File: config.mk
export PLATFORM = sky130hd
export DESIGN_NAME = ex_mem_stage
export DESIGN_NICKNAME = d
export VERILOG_FILES = /design/src/rtl/cpu_pkg.sv /design/src/rtl/ex_mem_stage_alu.sv /design/src/rtl/ex_mem_stage.sv
export SDC_FILE = /design/constraint.sdc
export NUM_CORES = 1
export LEC_CHECK = 0
export ABC_AREA = 1
export CAP_MARGIN = 40
export CORE_MARGIN = 2
export CORE_UTILIZATION = 57
export CTS_BUF_LIST = sky130_fd_sc_hd__clkbuf_2 sky130_fd_sc_hd__clkbuf_4 sky130_fd_sc_hd__clkbuf_8
export DETAILED_ROUTE_END_ITERATION = 10
export PLACE_DENSITY = 0.95
export SKIP_CTS_REPAIR_TIMING = 1
export SLEW_MARGIN = 30
export SYNTH_ARGS = -nofsm -noshare
export SYNTH_HDL_FRONTEND = slang
export SYNTH_SLANG_ARGS = --single-unit
File: constraint.sdc
create_clock -name clk -period 7.2 [get_ports clk]
set_input_delay 0.72 -clock clk [delete_from_list [all_inputs] [get_ports clk]]
set_output_delay 0.72 -clock clk [all_outputs]
set_load 0.02 [all_outputs]
File: src/rtl/cpu_pkg.sv
// cpu_pkg: ALU operation encodings, ALUOp codes, opcode/funct constants and the EX/MEM register layout.
package cpu_pkg;
    typedef enum logic [2:0] {ALU_ADD, ALU_SUB, ALU_AND, ALU_OR, ALU_SLT, ALU_NONE} alu_op_e;
    localparam logic [1:0] ALUOP_ADD    = 2'b00;
    localparam logic [1:0] ALUOP_SUB    = 2'b01;
    localparam logic [1:0] ALUOP_FUNCT  = 2'b10;
    localparam logic [1:0] ALUOP_OPCODE = 2'b11;
    localparam logic [5:0] OP_BEQ  = 6'b000100;
    localparam logic [5:0] OP_BNE  = 6'b000101;
    localparam logic [5:0] OP_ADDI = 6'b001000;
    localparam logic [5:0] OP_ANDI = 6'b001100;
    localparam logic [5:0] OP_ORI  = 6'b001101;
    localparam logic [5:0] OP_SLTI = 6'b001010;
    localparam logic [5:0] F_ADD = 6'b100000;
    localparam logic [5:0] F_SUB = 6'b100010;
    localparam logic [5:0] F_AND = 6'b100100;
    localparam logic [5:0] F_OR  = 6'b100101;
    localparam logic [5:0] F_SLT = 6'b101010;
    typedef struct packed {
        logic        reg_write;
        logic        mem_to_reg;
        logic        mem_read;
        logic        mem_write;
        logic        branch_taken;
        logic [31:0] branch_target;
        logic [31:0] alu_result;
        logic [31:0] write_data;
        logic [4:0]  write_reg;
    } ex_mem_t;
    // Undecoded funct/opcode values map to ALU_NONE, which the ALU turns into a zero result.
    function automatic alu_op_e alu_ctrl(input logic [1:0] alu_op, input logic [5:0] funct, input logic [5:0] opcode);
        alu_op_e f_op, o_op;
        f_op = funct == F_ADD ? ALU_ADD :
               funct == F_SUB ? ALU_SUB :
               funct == F_AND ? ALU_AND :
               funct == F_OR  ? ALU_OR  :
               funct == F_SLT ? ALU_SLT : ALU_NONE;
        o_op = opcode == OP_ADDI ? ALU_ADD :
               opcode == OP_ANDI ? ALU_AND :
               opcode == OP_ORI  ? ALU_OR  :
               opcode == OP_SLTI ? ALU_SLT : ALU_NONE;
        return alu_op == ALUOP_ADD   ? ALU_ADD :
               alu_op == ALUOP_SUB   ? ALU_SUB :
               alu_op == ALUOP_FUNCT ? f_op : o_op;
    endfunction
endpackage

File: src/rtl/ex_mem_stage_alu.sv
// alu: 32-bit ADD/SUB/AND/OR/signed SLT with zero flag; ALU_NONE yields 0.
module alu
    import cpu_pkg::*;
(
    input  logic [31:0] a,
    input  logic [31:0] b,
    input  alu_op_e     op,
    output logic [31:0] result,
    output logic        zero
);
    always_comb begin
        case (op)
            ALU_ADD: result = a + b;
            ALU_SUB: result = a - b;
            ALU_AND: result = a & b;
            ALU_OR:  result = a | b;
            ALU_SLT: result = {31'd0, $signed(a) < $signed(b)};
            default: result = '0;
        endcase
    end
    assign zero = result == '0;
endmodule

File: src/rtl/ex_mem_stage.sv
// ex_mem_stage: EX logic (ALU control, operand select, branch resolve) feeding the EX/MEM register.
// Define EX_FORWARDING_EN to forward rs/rt from EX/MEM first, then from WB.
module ex_mem_stage
    import cpu_pkg::*;
(
    input  logic        clk,
    input  logic        reset,
    input  logic        RegWrite_in,
    input  logic        MemtoReg_in,
    input  logic        MemRead_in,
    input  logic        MemWrite_in,
    input  logic        RegDst_in,
    input  logic        ALUSrc_in,
    input  logic        Branch_in,
    input  logic [1:0]  ALUOp_in,
    input  logic [5:0]  opcode_in,
    input  logic [4:0]  rs_in,
    input  logic [4:0]  rt_in,
    input  logic [4:0]  rd_in,
    input  logic [31:0] pc_next_in,
    input  logic [31:0] read_data1_in,
    input  logic [31:0] read_data2_in,
    input  logic [31:0] sign_ext_in,
    input  logic        wb_RegWrite,
    input  logic [4:0]  wb_write_reg,
    input  logic [31:0] wb_write_data,
    input  logic        flush,
    input  logic        hold,
    output logic        RegWrite_out,
    output logic        MemtoReg_out,
    output logic        MemRead_out,
    output logic        MemWrite_out,
    output logic        branch_taken_out,
    output logic [31:0] branch_target_out,
    output logic [31:0] alu_result_out,
    output logic [31:0] write_data_out,
    output logic [4:0]  write_reg_out
);
    ex_mem_t     ex_mem_q, ex_mem_d;
    logic [31:0] src_a, src_b, alu_b, alu_result;
    logic        alu_zero;
    alu_op_e     alu_op;
`ifdef EX_FORWARDING_EN
    // A load in EX/MEM has no data yet, so only non-load producers forward from there.
    function automatic logic [31:0] fwd(input logic [4:0] src, input logic [31:0] rf_val);
        return (src != '0 && ex_mem_q.reg_write && !ex_mem_q.mem_to_reg && ex_mem_q.write_reg == src) ? ex_mem_q.alu_result :
               (src != '0 && wb_RegWrite && wb_write_reg == src) ? wb_write_data : rf_val;
    endfunction
    assign src_a = fwd(rs_in, read_data1_in);
    assign src_b = fwd(rt_in, read_data2_in);
`else
    logic unused_fwd;
    assign unused_fwd = ^{wb_RegWrite, wb_write_reg, wb_write_data, rs_in};
    assign src_a = read_data1_in;
    assign src_b = read_data2_in;
`endif
    assign alu_b  = ALUSrc_in ? sign_ext_in : src_b;
    assign alu_op = alu_ctrl(ALUOp_in, sign_ext_in[5:0], opcode_in);
    alu u_alu (
        .a      (src_a),
        .b      (alu_b),
        .op     (alu_op),
        .result (alu_result),
        .zero   (alu_zero)
    );
    assign ex_mem_d = '{
        reg_write:     RegWrite_in,
        mem_to_reg:    MemtoReg_in,
        mem_read:      MemRead_in,
        mem_write:     MemWrite_in,
        branch_taken:  Branch_in & ((opcode_in == OP_BEQ & alu_zero) | (opcode_in == OP_BNE & ~alu_zero)),
        branch_target: pc_next_in + (sign_ext_in << 2),
        alu_result:    alu_result,
        write_data:    src_b,
        write_reg:     RegDst_in ? rd_in : rt_in
    };
    always_ff @(posedge clk or posedge reset) begin
        if (reset) begin
            ex_mem_q <= '0;
        end else if (flush) begin
            ex_mem_q.reg_write    <= 1'b0;
            ex_mem_q.mem_to_reg   <= 1'b0;
            ex_mem_q.mem_read     <= 1'b0;
            ex_mem_q.mem_write    <= 1'b0;
            ex_mem_q.branch_taken <= 1'b0;
        end else if (!hold) begin
            ex_mem_q <= ex_mem_d;
        end
    end
    assign RegWrite_out      = ex_mem_q.reg_write;
    assign MemtoReg_out      = ex_mem_q.mem_to_reg;
    assign MemRead_out       = ex_mem_q.mem_read;
    assign MemWrite_out      = ex_mem_q.mem_write;
    assign branch_taken_out  = ex_mem_q.branch_taken;
    assign branch_target_out = ex_mem_q.branch_target;
    assign alu_result_out    = ex_mem_q.alu_result;
    assign write_data_out    = ex_mem_q.write_data;
    assign write_reg_out     = ex_mem_q.write_reg;
endmodule

==> key figures <==
STA
  • Setup TNS: 0 ns
  • Min cycle time layout: 4.28 ns
  • Slew @ Worst Pin: 0.930 ns
  • Endpoints failing setup: 0
  • Achievable Freq: 233 MHz
  • Slew Limit Fails: 0
  • Fin. Hold Viols: 0
  • Slew headroom: 37.4%
  • Clock Skews: 0 ns
  • Final period utilization: 59.5%
  • RSZ-0062 raised after global routing: no

Final layout
  • Commonest non-fill, non-tap cell in the layout: nand2_1
  • Layout cells sized above 1: 4.02%
  • Most frequent cells in the layout: 773 x nand2_1, 387 x inv_1, 261 x clkdlybuf4s50_1, 192 x nor2_1, 141 x o21ai_0
  • Fillers: 1845
  • Fin area: 15600 um2
  • Area delta synth->final: 23.9%
  • Nets: 2714

CTS
  • Clk_lat worst skew: 0.39 ns
  • CTS tree: built
  • Clock root buffer: clkbuf_8
  • # H-tree levels: 3
  • Clk buf depth: 2
  • CTS Sinks: 106
  • Reg clk slew, reported paths: 0.11 ns
  • Num CTS Buffers: 9

Worst setup path
  • CP required: 7.49 ns
  • Reg2Reg Launch Point: alu_result_out[16]$_DFFE_PP0P_
  • Flop-to-flop setup slack: 6.43 ns
  • WS Path Type: in -> reg
  • Reg2Reg Depth: 2
  • Worst Path Max Fanout: 8
  • WP data arrival: 4.58 ns
  • Worst R2R End: alu_result_out[16]$_DFFE_PP0P_
  • Crit end category: flop
  • CP startpoint kind: input port

Yosys
  • Async SR Flop Fraction: 100%
  • Yosys Warn Count: 0
  • Cell variety after synth: 47
  • EDFF count, synth: 0
  • Average size of a mapped cell: 5.85 um2
  • Post-Syn Instances: 2157
  • Ys flop type: dfrtp_1
  • Synthesized area: 12600 um2
  • Flops & latches, synth: 106
  • Sequential area share after synthesis: 21.0%
  • Syn_nets: 2485

Floorplanning
  • IO Pins: 306
  • Site Rows: 54
  • Die Area: 23400 um2
  • Die height: 153 um
  • Initial Util: 58.0%
  • Die width: 153 um
  • Core area: 21800 um2

Route
  • Initial DRC Count: 1303
  • Total Wirelength: 46200 um
  • WL met2: 21300 um
  • Wl on met1: 18100 um
  • Total number of vias: 14800
  • Met3 wire length: 4410 um
  • DR top layer: met4
  • Vias per cell: 5.54
  • Post-route ant nets: 0
  • Drt drc: 0
  • Drt pass-1 iters: 8
  • Drt wl/cell: 17.3 um

Placed design
  • Input/output buffers: 262
  • Final HPWL DP: 38100 um
  • Area after DPL: 15400 um2
  • GPL Wtd Cong: 1.01

Global route
  • Number of global-route vias before repair: 14100
  • GR Util All Layers: 38.5%
  • Initial antenna violation count: 2
  • First-pass GRT wire length: 72000 um
  • Largest net degree at the start of global routing: 76
  • Grt total ovfl: 0

Power and ir drop
  • Pwr dens: 159 nW/um2
  • Leakage power: 8.58 nW
  • Worst vdd ir: 0.126 mV

Worst hold path
  • HP Start: write_data_out[21]$_DFFE_PP0P_
  • Worst hold endpoint: write_data_out[21]$_DFFE_PP0P_
  • Hold Crit Class: reg -> reg
  • Worst hold stages: 2

Run status
  • Outcome: finished, final reports clean

Run
  • Number of max-cap violations: 0
## sequential cells by signal (all words and copies together), names as in the netlist
signal	cells
write_data_out	32
alu_result_out	32
write_reg_out	5
RegWrite_out	1
branch_target_out	32
branch_taken_out	1
MemWrite_out	1
MemRead_out	1
MemtoReg_out	1
## worst max-delay path: stages
cell and delay (ns):
clkdlybuf4s50_1 0.49, o21ai_0 0.78, ha_1 0.48, nor2_1 0.17, inv_1 0.08, nor2_2 0.16, nand2_1 0.10, inv_1 0.06
nand2_1 0.04, nand2_1 0.19, nand2_1 0.10, nand2_1 0.07, nand2_1 0.04, nand3_1 0.08, nand3_1 0.15, nor2_1 0.16
nand2_1 0.08, inv_1 0.08, nand2_1 0.06, nor2_2 0.19, nand3_1 0.10, nand3_1 0.14, nand2_1 0.06
## area by class of cell
type	instances	area [um2]	area share [%]
Inverter	397	1500	9.57
Timing Repair Buffer	272	2760	17.7
Multi-Input combinational cell	1600	8190	52.4
Antenna cell	2	5.00	0.0320
Sequential cell	106	2650	17.0
Tap cell	280	350	2.24
Clock buffer	11	151	0.968
Clock inverter	4	35.0	0.224
## cells in the mapped netlist (2+ instances only)
| library cell | n | area share, % |
|---|---|---|
| nor3_1 | 18 | 0.71 |
| o21bai_1 | 12 | 0.71 |
| nor2_1 | 194 | 5.8 |
| xor2_1 | 31 | 2.2 |
| nor2_2 | 16 | 0.79 |
| buf_4 | 6 | 0.36 |
| nand3b_1 | 4 | 0.24 |
| nor2_4 | 3 | 0.27 |
| xnor2_1 | 4 | 0.28 |
| inv_2 | 7 | 0.21 |
| clkbuf_8 | 2 | 0.22 |
| or2_2 | 13 | 0.64 |
| and2_1 | 3 | 0.15 |
| a31o_2 | 2 | 0.14 |
| o21ai_0 | 141 | 5.6 |
| nor3_2 | 2 | 0.16 |
| clkbuf_1 | 28 | 0.83 |
| a21oi_2 | 2 | 0.14 |
| buf_6 | 6 | 0.54 |
| a21oi_1 | 88 | 3.5 |
| nand3_1 | 95 | 3.8 |
| fa_1 | 3 | 0.48 |
| nand3_2 | 6 | 0.48 |
| buf_2 | 11 | 0.44 |
| o211ai_1 | 2 | 0.12 |
| nand2_2 | 13 | 0.64 |
| inv_1 | 388 | 12 |
| o31ai_1 | 2 | 0.12 |
| nand4_1 | 19 | 0.94 |
| dfrtp_1 | 106 | 21 |
| a31oi_1 | 10 | 0.50 |
| o21ai_1 | 5 | 0.20 |
| nand2_1 | 773 | 23 |
| ha_1 | 125 | 12 |
| a22o_1 | 5 | 0.35 |
## where the power goes
part / total [mW] / internal (mW) / switching (mW)
sequential: 0.747 / 0.688 / 0.0589
combinational: 1.37 / 0.521 / 0.852
clock: 0.374 / 0.147 / 0.226
## kinds of logic after synthesis
family | after synthesis | share of synthesized area, %
AOI/OAI and AO/OA | 275 | 11.7
xor gates and xnor gates | 35 | 2.43
adders and majority gates | 128 | 12.9
buffers and inverters | 451 | 14.2
DFF | 106 | 21.0
and+or+nand+nor | 1162 | 37.7
## routing by layer
layer / vias up / track usage (%)
met2: 800 / 64.9
met5: - / 0
met1: 6769 / 48.2
met4: 0 / 16.8
met3: 153 / 7.49
li1: 7069 / -
## worst max-delay path by stage
| stage | startpoint | endpoint | slack [ns] | cells after the start |
|---|---|---|---|---|
| 6_report | read_data2_in[14] | branch_taken_out$_DFFE_PP0P_ | 2.92 | 23 |
| 5_1_grt | ALUSrc_in | branch_taken_out$_DFFE_PP0P_ | 2.68 | 24 |
| 4_1_cts | ALUSrc_in | branch_taken_out$_DFFE_PP0P_ | 2.93 | 22 |
| 3_5_place_dp | ALUSrc_in | branch_taken_out$_DFFE_PP0P_ | 2.50 | 22 |
| 3_3_place_gp | ALUSrc_in | branch_taken_out$_DFFE_PP0P_ | 2.40 | 21 |
| 2_1_floorplan | reset | MemRead_out$_DFFE_PP0P_ | 3.69 | 1 |
## stage by stage
stage | cells | setup WS, ns | util [%] | hold WS, ns | total power, mW
final | 2672 | 2.92 | 71.9 | 0.483 | 2.49
after detailed placement | 2654 | 2.50 | 71.0 | 0.459 | 2.09
after CTS | 2669 | 2.93 | 71.9 | 0.482 | 2.47
after floorplan | 2157 | 3.69 | - | 0.584 | 1.54
after global placement | 2650 | 2.40 | 70.5 | 0.454 | 2.05
after global routing | 2672 | 2.68 | 71.9 | 0.505 | 2.64
(Power assumes the default switching activity.)
